`src/rtl/lookup_ctrl_fa_l2.sv`:
```
// Lookup/fill sequencer for the fully associative L2 tag memory; L2_LOOKUP_PLRU_EN selects tree-PLRU, else round-robin.
// Latency: hit result 2 cycles after accept, miss/fill result 3 cycles after accept.
// Backpressure: req_ready_o is high only in IDLE, so one request is outstanding at a time.
`timescale 1ns/1ps
`ifndef BW_WORD_ADDR
`define BW_WORD_ADDR 32
`endif
`ifndef BW_BLOCK
`define BW_BLOCK 6
`endif

module lookup_ctrl_fa_l2 #(
    parameter int CACHE_BLOCK_CAPACITY = 128,
    parameter int BW_CACHE_ADDR        = $clog2(CACHE_BLOCK_CAPACITY),
    parameter int BW_TAG               = `BW_WORD_ADDR - `BW_BLOCK
) (
    input  logic                     clock_i,
    input  logic                     reset_i,
    input  logic                     req_i,
    input  logic [BW_TAG-1:0]        req_tag_i,
    output logic                     req_ready_o,
    output logic                     done_o,
    output logic                     done_hit_o,
    output logic [BW_CACHE_ADDR-1:0] done_add_o,
    output logic                     evict_o,
    output logic [BW_TAG-1:0]        evict_tag_o,
    output logic [BW_TAG-1:0]        tm_tag_o,
    output logic [BW_CACHE_ADDR-1:0] tm_add_o,
    output logic                     tm_wren_o,
    output logic                     tm_rmen_o,
    input  logic                     tm_hit_i,
    input  logic [BW_CACHE_ADDR-1:0] tm_add_i,
    input  logic [BW_TAG-1:0]        tm_tag_i
);

    localparam int NW = BW_CACHE_ADDR + 1;
    localparam logic [NW-1:0] CAP_N = NW'(CACHE_BLOCK_CAPACITY);

    typedef enum logic [1:0] {
        IDLE    = 2'd0,
        LOOKUP  = 2'd1,
        RESOLVE = 2'd2,
        FILL    = 2'd3
    } state_t;

    state_t                   state_q, state_d;
    logic [BW_TAG-1:0]        tm_tag_q, tm_tag_d;
    logic [BW_CACHE_ADDR-1:0] tm_add_q, tm_add_d;
    logic                     tm_wren_q, tm_wren_d;
    logic                     evict_q, evict_d;
    logic [BW_CACHE_ADDR-1:0] done_add_q, done_add_d;
    logic [BW_TAG-1:0]        evict_tag_q, evict_tag_d;
    logic [NW-1:0]            fill_cnt_q, fill_cnt_d;
    logic [BW_CACHE_ADDR-1:0] victim;
    logic                     fill_avail;

    assign fill_avail = (fill_cnt_q < CAP_N);

`ifdef L2_LOOKUP_PLRU_EN
    logic [CACHE_BLOCK_CAPACITY-2:0] plru_q, plru_d;
    logic [NW-1:0]                   walk_node, upd_node;
    logic                            walk_bit, upd_dir, upd_en;
    logic [BW_CACHE_ADDR-1:0]        upd_add;

    // Follow the node bits from the root; leaves sit at heap index CAP-1 .. 2*CAP-2.
    always_comb begin
        walk_node = '0;
        walk_bit  = 1'b0;
        for (int l = 0; l < BW_CACHE_ADDR; l++) begin
            walk_bit = 1'b0;
            for (int n = 0; n < CACHE_BLOCK_CAPACITY - 1; n++) begin
                if (walk_node == NW'(n)) walk_bit = plru_q[n];
            end
            walk_node = {walk_node[BW_CACHE_ADDR-1:0], 1'b1} + NW'(walk_bit);
        end
        victim = BW_CACHE_ADDR'(walk_node - NW'(CACHE_BLOCK_CAPACITY - 1));
    end

    always_comb begin
        upd_en   = ((state_q == RESOLVE) && tm_hit_i) || (state_q == FILL);
        upd_add  = (state_q == FILL) ? tm_add_q : tm_add_i;
        plru_d   = plru_q;
        upd_node = '0;
        upd_dir  = 1'b0;
        if (upd_en) begin
            for (int l = 0; l < BW_CACHE_ADDR; l++) begin
                upd_dir = upd_add[BW_CACHE_ADDR-1-l];
                for (int n = 0; n < CACHE_BLOCK_CAPACITY - 1; n++) begin
                    if (upd_node == NW'(n)) plru_d[n] = ~upd_dir;
                end
                upd_node = {upd_node[BW_CACHE_ADDR-1:0], 1'b1} + NW'(upd_dir);
            end
        end
    end

    always_ff @(posedge clock_i or posedge reset_i) begin
        if (reset_i) plru_q <= '0;
        else         plru_q <= plru_d;
    end
`else
    logic [BW_CACHE_ADDR-1:0] rr_q;

    // Pointer only moves when a valid block is actually replaced.
    always_ff @(posedge clock_i or posedge reset_i) begin
        if (reset_i)                            rr_q <= '0;
        else if ((state_q == FILL) && evict_q) rr_q <= rr_q + BW_CACHE_ADDR'(1);
    end

    assign victim = rr_q;
`endif

    always_comb begin
        state_d     = state_q;
        tm_tag_d    = tm_tag_q;
        tm_add_d    = tm_add_q;
        tm_wren_d   = 1'b0;
        evict_d     = evict_q;
        done_add_d  = done_add_q;
        evict_tag_d = evict_tag_q;
        fill_cnt_d  = fill_cnt_q;
        req_ready_o = 1'b0;
        done_o      = 1'b0;
        done_hit_o  = 1'b0;
        done_add_o  = done_add_q;
        evict_o     = 1'b0;
        evict_tag_o = evict_tag_q;
        case (state_q)
            IDLE: begin
                req_ready_o = 1'b1;
                if (req_i) begin
                    tm_tag_d = req_tag_i;
                    state_d  = LOOKUP;
                end
            end
            LOOKUP: state_d = RESOLVE;
            RESOLVE: begin
                if (tm_hit_i) begin
                    done_o     = 1'b1;
                    done_hit_o = 1'b1;
                    done_add_o = tm_add_i;
                    done_add_d = tm_add_i;
                    state_d    = IDLE;
                end else begin
                    // Victim is fixed here so the FILL cycle drives registered address/write.
                    tm_wren_d = 1'b1;
                    state_d   = FILL;
                    if (fill_avail) begin
                        tm_add_d = fill_cnt_q[BW_CACHE_ADDR-1:0];
                        evict_d  = 1'b0;
                    end else begin
                        tm_add_d = victim;
                        evict_d  = 1'b1;
                    end
                end
            end
            FILL: begin
                done_o     = 1'b1;
                done_add_o = tm_add_q;
                done_add_d = tm_add_q;
                evict_o    = evict_q;
                if (evict_q) begin
                    evict_tag_o = tm_tag_i;
                    evict_tag_d = tm_tag_i;
                end else begin
                    fill_cnt_d = fill_cnt_q + NW'(1);
                end
                state_d = IDLE;
            end
            default: state_d = IDLE;
        endcase
    end

    always_ff @(posedge clock_i or posedge reset_i) begin
        if (reset_i) begin
            state_q     <= IDLE;
            tm_tag_q    <= '0;
            tm_add_q    <= '0;
            tm_wren_q   <= 1'b0;
            evict_q     <= 1'b0;
            done_add_q  <= '0;
            evict_tag_q <= '0;
            fill_cnt_q  <= '0;
        end else begin
            state_q     <= state_d;
            tm_tag_q    <= tm_tag_d;
            tm_add_q    <= tm_add_d;
            tm_wren_q   <= tm_wren_d;
            evict_q     <= evict_d;
            done_add_q  <= done_add_d;
            evict_tag_q <= evict_tag_d;
            fill_cnt_q  <= fill_cnt_d;
        end
    end

    assign tm_tag_o  = tm_tag_q;
    assign tm_add_o  = tm_add_q;
    assign tm_wren_o = tm_wren_q;
    assign tm_rmen_o = 1'b0;

endmodule

```
`config.mk`:
```
export PLATFORM = sky130hd
export DESIGN_NAME = lookup_ctrl_fa_l2
export DESIGN_NICKNAME = d
export VERILOG_FILES = /design/src/rtl/lookup_ctrl_fa_l2.sv
export SDC_FILE = /design/constraint.sdc
export NUM_CORES = 1
export LEC_CHECK = 0
export ABC_CLOCK_PERIOD_IN_PS = 2900
export CORE_MARGIN = 2
export CORE_UTILIZATION = 39
export DETAILED_ROUTE_END_ITERATION = 10
export GPL_TIMING_DRIVEN = 1
export HOLD_SLACK_MARGIN = 0.06
export MAX_ROUTING_LAYER = met4
export PLACE_DENSITY = 0.76
export SLEW_MARGIN = 25
export SYNTH_ARGS = -nofsm -noshare
export SYNTH_HDL_FRONTEND = slang
export SYNTH_SLANG_ARGS = --single-unit
```
`constraint.sdc`:
```
create_clock -name clock_i -period 2.9 [get_ports clock_i]
set_clock_uncertainty 0.1 [all_clocks]
set_input_delay 0.58 -clock clock_i [delete_from_list [all_inputs] [get_ports clock_i]]
set_output_delay 0.58 -clock clock_i [all_outputs]
set_load 0.01 [all_outputs]
```
======== After elaboration in Yosys (flattened, before gate mapping) ========
Cells that the tools add are included.
cells by class
  $add $sub $neg .......................... 2
  multipliers ............................. 0
  div/mod/pow operators ................... 0
  magnitude comparators ................... 1
  equal/unequal tests ..................... 4
  shifts and indexed selects .............. 0
  muxes and demuxes ....................... 16
  bitwise operators ....................... 2
  reductions and logical operators ........ 5
operators with widths
  operator               number
  $mux W26               2
  $mux W7                2
  $pmux W7 S2            1
  $add A8 B1 Y8 const B  1
  $lt A8 B8 Y1 const B   1
  $pmux W2 S4            1
  $add A7 B1 Y7 const B  1
  $mux W1                7
  $reduce_and A2 Y1      3
  $eq A2 B2 Y1 const B   2
  $mux W2                2
  $eq A2 B1 Y1 const B   1
  $logic_not A2 Y1       1
  $ne A2 B2 Y1 const B   1
  $not A1 Y1             2
  $pmux W1 S2            1
  $logic_and A1 B1 Y1    1
word-level totals
  register bits ........................... 85
  bits in latches ......................... 0
  bits in writable memories ............... 0
  bits in read-only memories .............. 0
  bits of input ports ..................... 63
  output and inout port bits .............. 72
  logic and storage cells ................. 39
  memories ................................ 0

======== Depth between registers and ports, before layout ========
Gate-level depths: netlist of run 1.
  depth after elaboration ................. 2
  depth in mapped cells ................... 5
  gate-level depth less buffers ........... 4

======== Worst setup path before layout of run 1 ========
Ideal clock, no wire load.
  path kind ............................... input -> output
  start point ............................. input port tm_hit_i
  end point ............................... output port done_add_o[5]
  data arrival time ....................... 1.319 ns
  required time ........................... 2.220 ns
  slack ................................... 0.901 ns
  cell stages on the path ................. 4
  buffers on the path ..................... 1
  cell sequence ........................... nor2b_1 -> clkbuf_1 -> a22oi_1 -> o21ai_0
on the way
  word-level cells in the longest chain between the ends .. 2
ends and longest elaborated chain
  what                line  text
  start: declaration  31    input logic tm_hit_i,
  $mux W7             -
  $pmux W7 S2         127   case (state_q)
  end: declaration    24    output logic [BW_CACHE_ADDR-1:0] done_add_o,
Every way passes these cells.

======== Worst setup path in the final report of run 1 ========
  start point ............................. register state_q[0]
  end point ............................... output port evict_tag_o[8]
on the way
  word-level cells in the longest chain between the ends .. 2
ends and longest elaborated chain
  what                      line  text
  start: declaration        46    state_t state_q, state_d;
  start signal: assignment  184   state_q <= state_d;
  $eq A2 B2 Y1              127
  $mux W26                  -
  end: declaration          26    output logic [BW_TAG-1:0] evict_tag_o,
Every way passes these cells.

==> metrics.cfg, run 1 <==
[sta]
slew_viol_final = 0
finalHoldViolations = 0
grt_setup_unrepaired = false
fin_hold_ws_ns = 0.377
share_of_the_cycle_needed_by_the_critical_path_after_routing_pct = 92.3
report.final.setup_viol = 0
final.min_clock_period_ns = 2.68
fmax_ghz = 0.373

[layout]
final_cell_count_no_fill = 551
drive_above_1_share_pct = 14.0
finish.net_count = 503
insertedDiodeCount = 0
final_design_area_no_fill_sq_mm = 0.00514
flow.area_growth_from_synthesis_pct = 50.0

[drt]
vias = 2625
drtIter0Drc = 92
detail_route.wirelength_microns = 7780
wire_per_inst_microns = 14.1
detail-route-antenna-nets = 0
drt_drc_violations_left = 0
detail_route.first_pass.iterations = 4
avg_vias_per_cell = 4.76

[setup_path]
reg2reg_setup_slack_ns = 1.29
worstPathArrival_ns = 2.00
timing.critical_path.to_type = primary output
worst-setup-path-type = reg2out
worstSetupStartpointType = register
timing.critical_path.from = state_q[0]
worstPathMaxFanout = 17
r2r_start = state_q[1]
crit_required_ns = 2.22

[synth]
ys_seq_area_share_pct = 62.1
synthDominantCellAreaShare_pct = 62.1
unique_masters_post_synth = 32
synthArstFlopShare_pct = 100
yosysWarningCount = 0
mappedNetlistArea_sq_mm = 0.00343
syn_area_per_cell_sq_um = 11.5
most_instantiated_flip_flop_cell_in_the_synthesis_netlist = sky130_fd_sc_hd__dfrtp_1
yosysTopAreaCell = sky130_fd_sc_hd__dfrtp_1
postSynthNetCount = 364
synth_area_leaders = sky130_fd_sc_hd__dfrtp_1 62%, sky130_fd_sc_hd__nand2_1 10%, sky130_fd_sc_hd__mux2_2 8.9%, sky130_fd_sc_hd__xnor2_1 2.6%, sky130_fd_sc_hd__mux2i_1 2.0%
synthesis.instances = 299
synth_enable_flop_cells = 0
synth.top_cells.by_count = 91 x sky130_fd_sc_hd__nand2_1, 85 x sky130_fd_sc_hd__dfrtp_1, 27 x sky130_fd_sc_hd__mux2_2, 10 x sky130_fd_sc_hd__xnor2_1, 9 x sky130_fd_sc_hd__nor2_1
yosysMostFrequentCell = sky130_fd_sc_hd__nand2_1
post_synthesis_register_bit_count = 85

[placement]
dpl_cell_area_sq_mm = 0.00488
gp_routability_congestion = 0.784
post-dp-hpwl_microns = 5600
numPortBuffers = 133
number_of_cells_in_the_design_after_placement = 535

[floorplan]
dieWidth_microns = 97.7
design.core.area_sq_mm = 0.00864
die_area_sq_mm = 0.00955
starting_density_pct = 39.7
ioPinCount = 135
num_rows = 34
fp.dieH_microns = 97.7

[clocking]
total_number_of_h_tree_levels = 3
clock_latency_ns = 0.34
cts_buffers = 9
postCtsHoldBufs = 0
clockRootBuffer = sky130_fd_sc_hd__clkbuf_8
post_cts_resized = 3
cts_buffer_depth = 2
clk_sinks = 85
cts_tree = built
cts_setup_buffers = 0
path_clk_slew_ns = 0.09

[worst_hold_path]
worstHoldStart = evict_tag_q[7]
timing.hold.worst.class = reg2reg

[grt]
gr-usage-all-layers_pct = 17.8
grt_first_pass_wirelength_microns = 13300
antenna_violations_before_repair = 0
grt_max_degree = 58
via_count_of_the_first_global_routing_pass = 2804
grt-ovfl-total = 0

[pwr]
max-vdd-ir-drop_mv = 0.288
power_per_cell_area_mw_per_mm2 = 828
power.static_leakage_nw = 2.28
report.power.total_mw = 4.26

[run]
cap_viol_max_count = 0

[status]
run_status = finished clean

[through the flow]
stage                     utilization [%]  setup slack (ns)  TNS [ns]
after floorplan                         -            0.0265         0
after global placement               56.5            0.0230         0
after detailed placement             56.5           -0.0411   -0.0692
after CTS                            59.2           0.00463         0
after global routing                 59.5            0.0753         0
final                                59.5             0.222         0
[critical path, cell delays in order (launching register included)]
cell and delay (ns):
sky130_fd_sc_hd__dfrtp_2 0.46, sky130_fd_sc_hd__nand3_2 0.15, sky130_fd_sc_hd__inv_1 0.10, sky130_fd_sc_hd__buf_4 0.22, sky130_fd_sc_hd__nand2_1 0.07, sky130_fd_sc_hd__nand2_1 0.08, sky130_fd_sc_hd__clkdlybuf4s50_1 0.56
[power breakdown]
group | internal, mW | leakage [nW] | switching (mW)
clock network | 0.572 | 0.116 | 0.413
registers | 1.51 | 0.955 | 0.218
logic | 0.930 | 1.21 | 0.610
total | 3.02 | 2.28 | 1.24
[final timing paths]
| kind | to | depth (start not counted) |
|---|---|---|
| worst min-delay path | evict_tag_q[7] | 2 |
| worst min register to register | evict_tag_q[7] | 2 |
| max in group asynchronous | evict_tag_q[15] | 3 |
| worst max register to register | tm_tag_o[17] | 3 |
| worst max-delay path | evict_tag_o[8] | 6 |
| min in group asynchronous | tm_tag_o[20] | 2 |
[flip-flops by register name (all words and copies together) (netlist names), 2 cells and up]
| signal | flops |
|---|---|
| evict_tag_q | 26 |
| tm_tag_o | 26 |
| done_add_q | 7 |
| fill_cnt_q | 8 |
| tm_add_o | 7 |
| rr_q | 7 |
| state_q | 2 |
[cell families after synthesis]
family,share of synthesized area (%)
fa+ha+maj,0.730
buf+inv,3.43
simple gates,15.0
mux,11.4
other cells,0.109
compound gates,3.94
xor+xnor,3.32
flops,62.1
[cell usage in the layout, fill, tap and decap left out, drive strengths merged]
cell / count
a21oi: 7
a22oi: 7
clkdlybuf4s50: 126
and2: 4
or2: 1
clkinvlp: 1
xnor2: 10
dlygate4sd2: 2
mux2i: 7
and3: 2
dlymetal6s2s: 5
dfrtp: 85
ha: 2
clkbuf: 10
xor2: 3
and3b: 1
nand3: 3
nor2b: 1
nand4: 7
o21ai: 8
conb: 1
nand2: 91
buf: 10
mux2: 28
clkinv: 3
nor3b: 1
nor2: 10
inv: 3
bufinv: 3
a21o: 1
[final cells by class]
class / instances / area, sq um
clock buffers: 10 / 128
fillers: 739 / 3500
well taps: 108 / 135
clock inverters: 6 / 111
repair buffers: 143 / 1430
inverters: 4 / 16.3
multi-input cells: 195 / 1190
flip-flops and latches: 85 / 2130
[routing by layer]
layer	vias to the layer above	part of all wire (%)	global-route usage (%)	wire, microns
met5	-	0	-	0
met4	0	2.5	7.37	191
met3	17	4.7	3.36	364
met2	93	48	28.2	3700
met1	1254	45	22.6	3520
li1	1261	-	-	-
Power figures use the tool's default switching activity.
==> inputs of run 2 (changes only) <==
--- a/config.mk
+++ b/config.mk
@@ -9,8 +9,7 @@
 export CORE_MARGIN = 2
 export CORE_UTILIZATION = 39
 export DETAILED_ROUTE_END_ITERATION = 10
-export GPL_TIMING_DRIVEN = 1
-export HOLD_SLACK_MARGIN = 0.06
+export GPL_TIMING_DRIVEN = 0
 export MAX_ROUTING_LAYER = met4
 export PLACE_DENSITY = 0.76
 export SLEW_MARGIN = 25
==> metrics.cfg, run 2 (synthesis results as in run 1) <==
[drt]
detail_route.wirelength_microns = 7810  ; was 7780 microns
detail_route.first_pass.iterations = 4  ; unchanged
vias = 2649  ; was 2625
drt_drc_violations_left = 0  ; unchanged
avg_vias_per_cell = 4.76  ; about the same
drtIter0Drc = 74  ; was 92
wire_per_inst_microns = 14.0  ; was 14.1 microns
detail-route-antenna-nets = 0  ; unchanged

[layout]
layout.cells.most_common_list = 126 x sky130_fd_sc_hd__clkdlybuf4s50_1, 91 x sky130_fd_sc_hd__nand2_1, 84 x sky130_fd_sc_hd__dfrtp_1, 27 x sky130_fd_sc_hd__mux2_2  ; was 126 x sky130_fd_sc_hd__clkdlybuf4s50_1, 91 x sky130_fd_sc_hd__nand2_1, 83 x sky130_fd_sc_hd__dfrtp_1, 27 x sky130_fd_sc_hd__mux2_2, 10 x sky130_fd_sc_hd__xnor2_1
flow.area_growth_from_synthesis_pct = 50.7  ; was 50.0%
multi_input_gate_area_sq_mm = 0.00119  ; about the same
insertedDiodeCount = 0  ; unchanged
nFillCells = 741  ; was 739
drive_above_1_share_pct = 14.7  ; was 14.0%
finish.net_count = 509  ; was 503
sequential_cell_area_sq_mm = 0.00213  ; about the same
layout.cells.most_common = sky130_fd_sc_hd__clkdlybuf4s50_1  ; unchanged
final_design_area_no_fill_sq_mm = 0.00516  ; was 0.00514 sq mm

[clocking]
postCtsHoldBufs = 0  ; unchanged
cts_setup_buffers = 0  ; unchanged
cts_buffers = 9  ; unchanged
cts_buffer_depth = 2  ; unchanged
clock_latency_ns = 0.34  ; about the same
clockRootBuffer = sky130_fd_sc_hd__clkbuf_8  ; unchanged
total_number_of_h_tree_levels = 3  ; unchanged
path_clk_slew_ns = 0.08  ; was 0.09 ns
clk_sinks = 85  ; unchanged
cts_tree = built  ; unchanged

[placement]
numPortBuffers = 133  ; unchanged
post-dp-hpwl_microns = 5800  ; was 5600 microns
gp_routability_congestion = 0.782  ; was 0.784
dpl_cell_area_sq_mm = 0.00492  ; was 0.00488 sq mm
place_ws_ns = -0.308  ; was -0.0411 ns

[worst_hold_path]
cell_count_of_the_worst_hold_path = 2  ; unchanged
timing.hold.worst.class = reg2reg  ; unchanged
worstHoldStart = evict_tag_q[20]  ; was evict_tag_q[7]
holdPathEnd = evict_tag_q[20]  ; was evict_tag_q[7]

[setup_path]
crit_required_ns = 2.22  ; about the same
ff2ff_path_depth = 5  ; was 3
worstPathArrival_ns = 2.15  ; was 2.00 ns
worstPathMaxFanout = 8  ; was 17
worstSetupStartpointType = primary input  ; was register
timing.critical_path.to_type = primary output  ; unchanged
reg2reg_setup_slack_ns = 1.30  ; was 1.29 ns
r2r_start = state_q[1]  ; unchanged
worst-setup-path-type = in2out  ; was reg2out
r2r_end = tm_tag_o[1]  ; was tm_tag_o[17]

[pwr]
power.static_leakage_nw = 2.27  ; was 2.28 nW
max-vdd-ir-drop_mv = 0.261  ; was 0.288 mV
power_per_cell_area_mw_per_mm2 = 814  ; was 828 mW/mm^2

[sta]
report.final.setup_viol = 0  ; unchanged
share_of_the_cycle_needed_by_the_critical_path_after_routing_pct = 97.6  ; was 92.3%
finalHoldViolations = 0  ; unchanged
fmax_ghz = 0.353  ; was 0.373 GHz
slew_viol_final = 0  ; unchanged
timing.setup.tns_ns = 0  ; unchanged
worst_slew_margin_rel_pct = 60.8
worst_margin_slew_ns = 0.585
final.min_clock_period_ns = 2.83  ; was 2.68 ns
setup_slack_ns = 0.0707  ; was 0.222 ns

[grt]
grt_first_pass_wirelength_microns = 13100  ; was 13300 microns
grt_max_degree = 53  ; was 58
gr-usage-all-layers_pct = 17.5  ; was 17.8%
via_count_of_the_first_global_routing_pass = 2800  ; was 2804
antenna_violations_before_repair = 0  ; unchanged
grt-ovfl-total = 0  ; unchanged

[run]
cap_viol_max_count = 0  ; unchanged

[floorplan]
dieWidth_microns = 97.7  ; unchanged
fp.dieH_microns = 97.7  ; unchanged
design.core.area_sq_mm = 0.00864  ; unchanged
die_area_sq_mm = 0.00955  ; unchanged
num_rows = 34  ; unchanged
starting_density_pct = 39.7  ; unchanged
ioPinCount = 135  ; unchanged

[status]
run_status = finished clean  ; unchanged

==> run 2: cell count changes in the layout (fill, tap and decap cells not counted), sizes merged, moves of 2 or more <==
cell,previous run,this run
buf,10,13
clkbuf,10,14
dlymetal6s2s,5,1
clkinv,3,1
dlygate4sd2,2,6
==> run 2: power breakdown <==
group / internal (mW) / total, mW / leakage, nW / switching [mW]
logic: 0.936 / 1.56 / 1.21 / 0.624
clock network: 0.511 / 0.926 / 0.106 / 0.415
registers: 1.51 / 1.72 / 0.956 / 0.205
total: 2.96 / 4.20 / 2.27 / 1.24
==> run 2: layout make-up <==
type	instances	share of cell area [%]
Timing Repair Buffer	134	26.2
Tap cell	108	2.62
Inverter	4	0.339
Buffer	15	2.30
Clock inverter	5	1.62
Multi-Input combinational cell	195	23.0
Clock buffer	11	2.74
Sequential cell	85	41.2
==> run 2: repair_timing <==
item,4_1_cts,5_1_grt
pin swaps,0,0
gates cloned,0,0
setup endpoints to repair,28,27
resized for setup,12,13
==> run 2: per-stage QoR <==
step                      total power [mW]  instances  util [%]  hold slack, ns
after global routing                  4.45        557      59.8           0.408
after floorplan                       2.47        299         -           0.341
after global placement                3.30        540      56.7           0.355
after CTS                             4.26        557      59.6           0.384
final                                 4.20        557      59.8           0.379
after detailed placement              3.36        541      57.0           0.360
==> run 2: worst max path at each step <==
| stage | startpoint | endpoint | cells after the start |
|---|---|---|---|
| 6_report | tm_hit_i | done_hit_o | 5 |
| 3_3_place_gp | reset_i | done_add_q[4] | 2 |
| 3_5_place_dp | tm_hit_i | done_add_o[6] | 6 |
| 2_1_floorplan | reset_i | done_add_q[0] | 1 |
| 4_1_cts | tm_hit_i | done_add_o[0] | 5 |
| 5_1_grt | tm_hit_i | done_hit_o | 5 |
==> run 2: critical path, stage by stage <==
cell and delay [ns]:
sky130_fd_sc_hd__clkdlybuf4s50_1 0.54, sky130_fd_sc_hd__nor2b_1 0.16, sky130_fd_sc_hd__clkbuf_4 0.19, sky130_fd_sc_hd__and2_1 0.13, sky130_fd_sc_hd__clkdlybuf4s50_1 0.54
==> run 2: layer usage <==
metal	up-vias	track usage (%)	routed length, microns
met1	1281	21.4	3510
met3	9	3.87	358
met5	-	-	0
met2	88	28.6	3840
met4	0	6.73	113
li1	1271	-	-
